===== config.mk =====
export PLATFORM = sky130hd
export DESIGN_NAME = div_share_arbiter
export DESIGN_NICKNAME = d
export VERILOG_FILES = /design/src/rtl/div_share_arbiter.sv
export SDC_FILE = /design/constraint.sdc
export NUM_CORES = 1
export LEC_CHECK = 0
export BUFFER_PORTS_ARGS = -buffer_cell sky130_fd_sc_hd__buf_2
export CELL_PAD_IN_SITES_DETAIL_PLACEMENT = 0
export CELL_PAD_IN_SITES_GLOBAL_PLACEMENT = 1
export CORE_AREA = 5 5 182 184
export DETAILED_ROUTE_END_ITERATION = 8
export DIE_AREA = 0 0 187 189
export PLACE_DENSITY = 0.71
export SLEW_MARGIN = 20
export SYNTH_ARGS = -nofsm -noshare
export SYNTH_HDL_FRONTEND = slang
export SYNTH_SLANG_ARGS = --single-unit

===== constraint.sdc =====
create_clock -name clk -period 2.5 [get_ports clk]
set_clock_uncertainty 0.2 [all_clocks]
set_input_delay 0.5 -clock clk [delete_from_list [all_inputs] [get_ports clk]]
set_output_delay 0.5 -clock clk [all_outputs]
set_load 0.05 [all_outputs]

===== src/rtl/div_share_arbiter.sv =====
// div_share_arbiter: round-robin sharing of one divider among NREQ requesters,
// with an unbuffered valid/ready response path and a per-operation watchdog.
module div_share_arbiter #(
   parameter int NREQ    = 4,
   parameter int WIDTH   = 32,
   parameter int IDW     = 2,
   parameter int MAX_CYC = 64
) (
   input  logic                  clk,
   input  logic                  rst,
   input  logic [NREQ-1:0]       req_valid,
   output logic [NREQ-1:0]       req_ready,
   input  logic [NREQ*WIDTH-1:0] req_dividend,
   input  logic [NREQ*WIDTH-1:0] req_divisor,
   input  logic [NREQ-1:0]       req_sign,
   output logic [NREQ-1:0]       rsp_valid,
   input  logic [NREQ-1:0]       rsp_ready,
   output logic [WIDTH-1:0]      rsp_q,
   output logic [WIDTH-1:0]      rsp_r,
   output logic [WIDTH-1:0]      div_zdividend,
   output logic [WIDTH-1:0]      div_zdivisor,
   output logic                  div_valid_in,
   output logic                  div_sign,
   input  logic                  div_free,
   input  logic                  div_done,
   input  logic [WIDTH-1:0]      div_q,
   input  logic [WIDTH-1:0]      div_r,
   output logic [IDW-1:0]        grant_id,
   output logic                  busy,
   output logic                  timeout_err
);
   localparam int CW = $clog2(MAX_CYC + 1);
   typedef enum logic [1:0] {IDLE, ISSUE, WAIT, RESP} state_t;
   state_t state_q, state_d;
   logic [IDW-1:0] last_q, last_d, gnt_q, gnt_d, pick, idx;
   logic [WIDTH-1:0] dvd_q, dvd_d, dvs_q, dvs_d, rq_q, rq_d, rr_q, rr_d;
   logic sgn_q, sgn_d, tmo_q, tmo_d, found, grant;
   logic [CW-1:0] cnt_q, cnt_d;
   // Search downwards so the requester closest after last_q wins.
   always_comb begin
      pick = '0;
      found = 1'b0;
      idx = '0;
      for (int i = NREQ; i >= 1; i--) begin
         idx = IDW'((int'(last_q) + i) % NREQ);
         if (req_valid[idx]) begin
            pick = idx;
            found = 1'b1;
         end
      end
   end
   assign grant = (state_q == IDLE) && div_free && found;
   always_ff @(posedge clk) begin
      if (rst) begin
         state_q <= IDLE;
         last_q  <= IDW'(NREQ - 1);
         gnt_q   <= '0;
         dvd_q   <= '0;
         dvs_q   <= '0;
         sgn_q   <= 1'b0;
         rq_q    <= '0;
         rr_q    <= '0;
         tmo_q   <= 1'b0;
         cnt_q   <= '0;
      end else begin
         state_q <= state_d;
         last_q  <= last_d;
         gnt_q   <= gnt_d;
         dvd_q   <= dvd_d;
         dvs_q   <= dvs_d;
         sgn_q   <= sgn_d;
         rq_q    <= rq_d;
         rr_q    <= rr_d;
         tmo_q   <= tmo_d;
         cnt_q   <= cnt_d;
      end
   end
   always_comb begin
      state_d = state_q;
      last_d  = last_q;
      gnt_d   = gnt_q;
      dvd_d   = dvd_q;
      dvs_d   = dvs_q;
      sgn_d   = sgn_q;
      rq_d    = rq_q;
      rr_d    = rr_q;
      tmo_d   = tmo_q;
      cnt_d   = cnt_q;
      case (state_q)
         IDLE: if (grant) begin
            gnt_d   = pick;
            dvd_d   = req_dividend[int'(pick)*WIDTH +: WIDTH];
            dvs_d   = req_divisor[int'(pick)*WIDTH +: WIDTH];
            sgn_d   = req_sign[pick];
            state_d = ISSUE;
         end
         ISSUE: begin
            cnt_d   = '0;
            state_d = WAIT;
         end
         WAIT: begin
            cnt_d = cnt_q + 1'b1;
            if (div_done) begin
               rq_d    = div_q;
               rr_d    = div_r;
               state_d = RESP;
            end else if (cnt_d == CW'(MAX_CYC)) begin
               tmo_d   = 1'b1;
               rq_d    = '1;
               rr_d    = dvd_q;
               state_d = RESP;
            end
         end
         default: if (rsp_ready[gnt_q]) begin
            last_d  = gnt_q;
            state_d = IDLE;
         end
      endcase
   end
   always_comb begin
      req_ready = '0;
      rsp_valid = '0;
      if (grant) req_ready[pick] = 1'b1;
      if (state_q == RESP) rsp_valid[gnt_q] = 1'b1;
      div_valid_in  = state_q == ISSUE;
      busy          = state_q != IDLE;
      grant_id      = grant ? pick : gnt_q;
      div_zdividend = dvd_q;
      div_zdivisor  = dvs_q;
      div_sign      = sgn_q;
      rsp_q         = rq_q;
      rsp_r         = rr_q;
      timeout_err   = tmo_q;
   end
endmodule


==> out/results.tsv <==
stage	metric	value	unit
synthesis	synthesized area	7991	um^2
routing	# DRC	0	
floorplanning	die height	189	um
worst_setup_path	critical path's largest stage delay	0.36	ns
power_and_ir_drop	Pleak	5.611	nW
sta	fmax	410.0	MHz
synthesis	top cell type's share of synthesized area	35.82	%
floorplanning	Die W	187	um
synthesis	ranking of synthesized cells by area	dfxtp_1 (36%), mux2i_1 (12%), a21bo_2 (7.3%)	
floorplanning	IO Count	478	
power_and_ir_drop	peak supply drop	0.4025	mV
outcome	status	finished clean	
clock_network	Reg clk slew, reported paths	0.08	ns
synthesis	synth warn	0	
place	detailed placement HPWL	28230	um
place	number of port buffers	477	
worst_setup_path	critical path class	reg2out	
synthesis	sequential area share after synthesis	35.82	%
worst_setup_path	Reg2Reg Capture Point	rsp_r[26]	
synthesis	Syn Area/Cell	8.529	um^2
min_path	hold crit path type	in2reg	
grt	vias in the first global route	9088	
sta	Final period util	97.55	%
synthesis	number of synthesized flops with an enable pin	0	
sta	Slew headroom	71.14	%
worst_setup_path	CP Max Fanout	3	
worst_setup_path	flop-to-flop setup slack	0.14	ns
synthesis	Cell variety after synth	40	
routing	DRT Pass-1 Iters	4	
final_layout	area growth from synthesis to layout	47.83	%
worst_setup_path	CP Launch Type	flip-flop	
routing	starting DRC count in detailed routing	522	
sta	endpoints failing setup	0	
power_and_ir_drop	PwrDens	804.1	nW/um^2
routing	Avg Vias per Cell	5.097	
routing	via count	9185	
run	Max Cap Viol	0	
sta	RSZ-0062 raised after global routing	yes	
min_path	Hold Path Sink	rsp_q[22]	
grt	GRT Util Overall	19.84	%
final_layout	fillers	3317	
worst_setup_path	Worst EP required	1.80	ns
clock_network	Clock Tree Root	clkbuf_16	
worst_setup_path	most used cell, CP	buf_4	
grt	remaining global-route overflow	0	
worst_setup_path	worst r2r path cells	7	
synthesis	ys flop type	dfxtp_1	
synthesis	#FFs+latches synth	143	
min_path	HP Start	div_q[22]	
floorplanning	Site Rows	65	
sta	Tightest Pin Transition	0.4293	ns
sta	Final WS setup	0.06126	ns
clock_network	Num CTS Buffers	17	
place	post-place setup slack	-0.03574	ns
routing	post-detailed-route count of antenna-violating nets	0	
grt	first-pass GRT wire length	55750	um
clock_network	CTS tree	yes	
synthesis	syn nets	1279	
sta	fin. max-slew vios	0	
final_layout	layout cell share with drive strength beyond 1	46.13	%
place	placer congestion estimate	0.8860	
floorplanning	Placeable Area	31230	um^2
routing	WL per Instance	20.79	um
grt	initial antenna violation count	7	
synthesis	async set-or-reset flop fraction in the synthesized netlist	0	%
power_and_ir_drop	Pwr Total	0.009499	W
min_path	Cells on Worst Hold Path	3	
floorplanning	DIE AREA	35340	um^2
grt	largest net degree at the start of global routing	97	
synthesis	Yosys top cell by area	dfxtp_1	
synthesis	Syn Inst Count	937	
clock_network	Post-CTS Hold Fix Bufs	0	
sta	Final Hold Slack	0.1240	ns
sta	Fin. Hold Viols	0	
clock_network	clk_lat worst skew	0.42	ns
final_layout	fin nets	1725	
worst_setup_path	worst path cell trace	nor2b_1 -> o21a_2 -> nor3_4 -> buf_4 -> nor3_2 -> buf_4	
clock_network	Clock Sinks	143	
clock_network	Max clock buf depth	2	
worst_setup_path	Critical Path Sink Type	primary output	
worst_setup_path	WP data arrival	1.74	ns
clock_network	H-tree depth	4	
routing	Post-Route WL	37470	um
floorplanning	initial core utilization	25.59	%
worst_setup_path	R2R Path Start	cnt_q[0]	
sta	min Tclk post-route	2.439	ns
worst_setup_path	Slowest cell on crit path	dfxtp_2	
synth_stat cells (2+ instances only):
cell	number
a211o_1	3
a211oi_1	34
a21bo_1	7
a21bo_2	58
a21o_1	2
a21oi_1	9
and3_1	4
buf_1	2
buf_2	23
buf_4	4
clkbuf_1	69
dfxtp_1	143
ha_1	6
inv_1	5
mux2i_1	98
nand2_1	81
nand2b_1	6
nand3_1	5
nand3b_1	2
nand4_1	66
nor2_1	107
nor2b_1	6
nor3_1	39
nor3b_1	2
nor4_1	2
o211ai_1	65
o21a_1	2
o21ai_0	9
o31ai_1	66
or3_1	2
power by group:
part / total (W) / switching, W / internal (W)
registers: 0.00289 / 0.000261 / 0.00263
logic: 0.00401 / 0.00267 / 0.00134
clock network: 0.00260 / 0.00125 / 0.00135
worst max-delay path by stage:
stage	start	end	slack, ns	depth (start not counted)
after floorplan	req_valid[2]	req_ready[1]	-0.16	6
after global placement	req_valid[3]	div_zdivisor[17]	-0.04	8
after detailed placement	req_valid[3]	div_zdivisor[17]	-0.04	8
after CTS	state_q[0]	req_ready[0]	0.02	7
after global routing	last_q[0]	req_ready[3]	-0.03	6
final	last_q[0]	req_ready[3]	0.06	6
cells in the final DEF, fill, tap and decap left out, types with 3 or more instances in the layout:
cell type,instances
nor3_1,35
a211oi_1,33
nand4_1,66
o21ai_0,5
a21bo_1,7
a21oi_1,8
ha_1,5
buf_6,6
nor3_4,3
inv_6,4
nor2b_1,5
and3_1,4
diode_2,4
nand2_1,80
inv_1,3
a211o_1,3
buf_4,34
inv_8,4
nor2_1,107
buf_12,14
nand3_1,4
clkbuf_16,18
mux2i_1,98
buf_2,471
a21bo_2,58
o31ai_1,66
dfxtp_1,141
o211ai_1,65
clkinv_8,4
nand2b_1,5
state kept, by name, summed over array words and instances, names as in the netlist:
name,cells
cnt_q,7
div_sign,1
div_zdividend,32
div_zdivisor,32
gnt_q,2
last_q,2
rsp_q,32
rsp_r,32
state_q,2
timeout_err,1
routing by layer:
layer | part of all wire (%) | vias up | track usage (%) | wire length (um)
met5 | 0.029 | - | 0 | 11
met4 | 1.9 | 2 | 5.262 | 723
met3 | 6.8 | 42 | 4.480 | 2543
met2 | 49 | 409 | 34.18 | 18530
met1 | 42 | 4346 | 25.16 | 15660
li1 | - | 4386 | - | -
what timing repair did:
item	4_1_cts	5_1_grt
gates resized for setup	13	9
pin swaps	0	0
cloned	0	1
setup endpoints to repair	6	17
buffers inserted	0	1
area by class of cell:
class	count	area (um^2)	share of cell area, %
flip-flops and latches	143	2865	24.25
inverters	5	18.77	0.1589
diodes	4	10.01	0.08473
clock inverters	15	167.7	1.419
clock buffers	17	425.4	3.601
multi-input cells	690	4838	40.96
well taps	402	503.0	4.258
repair buffers	526	2985	25.27
cell families (layout without fill, tap and decap cells):
| logic type | after synthesis | after routing | share of synthesized area, % |
|---|---|---|---|
| DFF | 143 | 143 | 35.82 |
| muxes | 99 | 99 | 12.56 |
| adders and majority gates | 6 | 6 | 0.9394 |
| buffers and inverters | 104 | 563 | 5.527 |
| other | 0 | 4 | 0 |
| and+or+nand+nor | 325 | 325 | 18.98 |
| AOI/OAI and AO/OA | 260 | 260 | 26.18 |
worst max-delay path: cells and delay by family, from the launching register on:
family	cells	cell delay, ns
AND/OR/NAND/NOR	3	0.34
AO/OA/AOI/OAI	1	0.24
buffers and inverters	2	0.37
flip-flops	1	0.36
metrics by stage:
| step | setup TNS [ns] | cell area, um^2 | util (%) | instances |
|---|---|---|---|---|
| after global routing | -0.07269 | 11810 | 37.83 | 1802 |
| after detailed placement | -0.05792 | 11120 | 35.60 | 1764 |
| after CTS | 0 | 11760 | 37.65 | 1796 |
| after floorplan | -0.3714 | 8039 | - | 937 |
| after global placement | -0.06907 | 11120 | 35.60 | 1764 |
| final | 0 | 11810 | 37.83 | 1802 |
No activity file was read; power rests on OpenSTA's default activity.
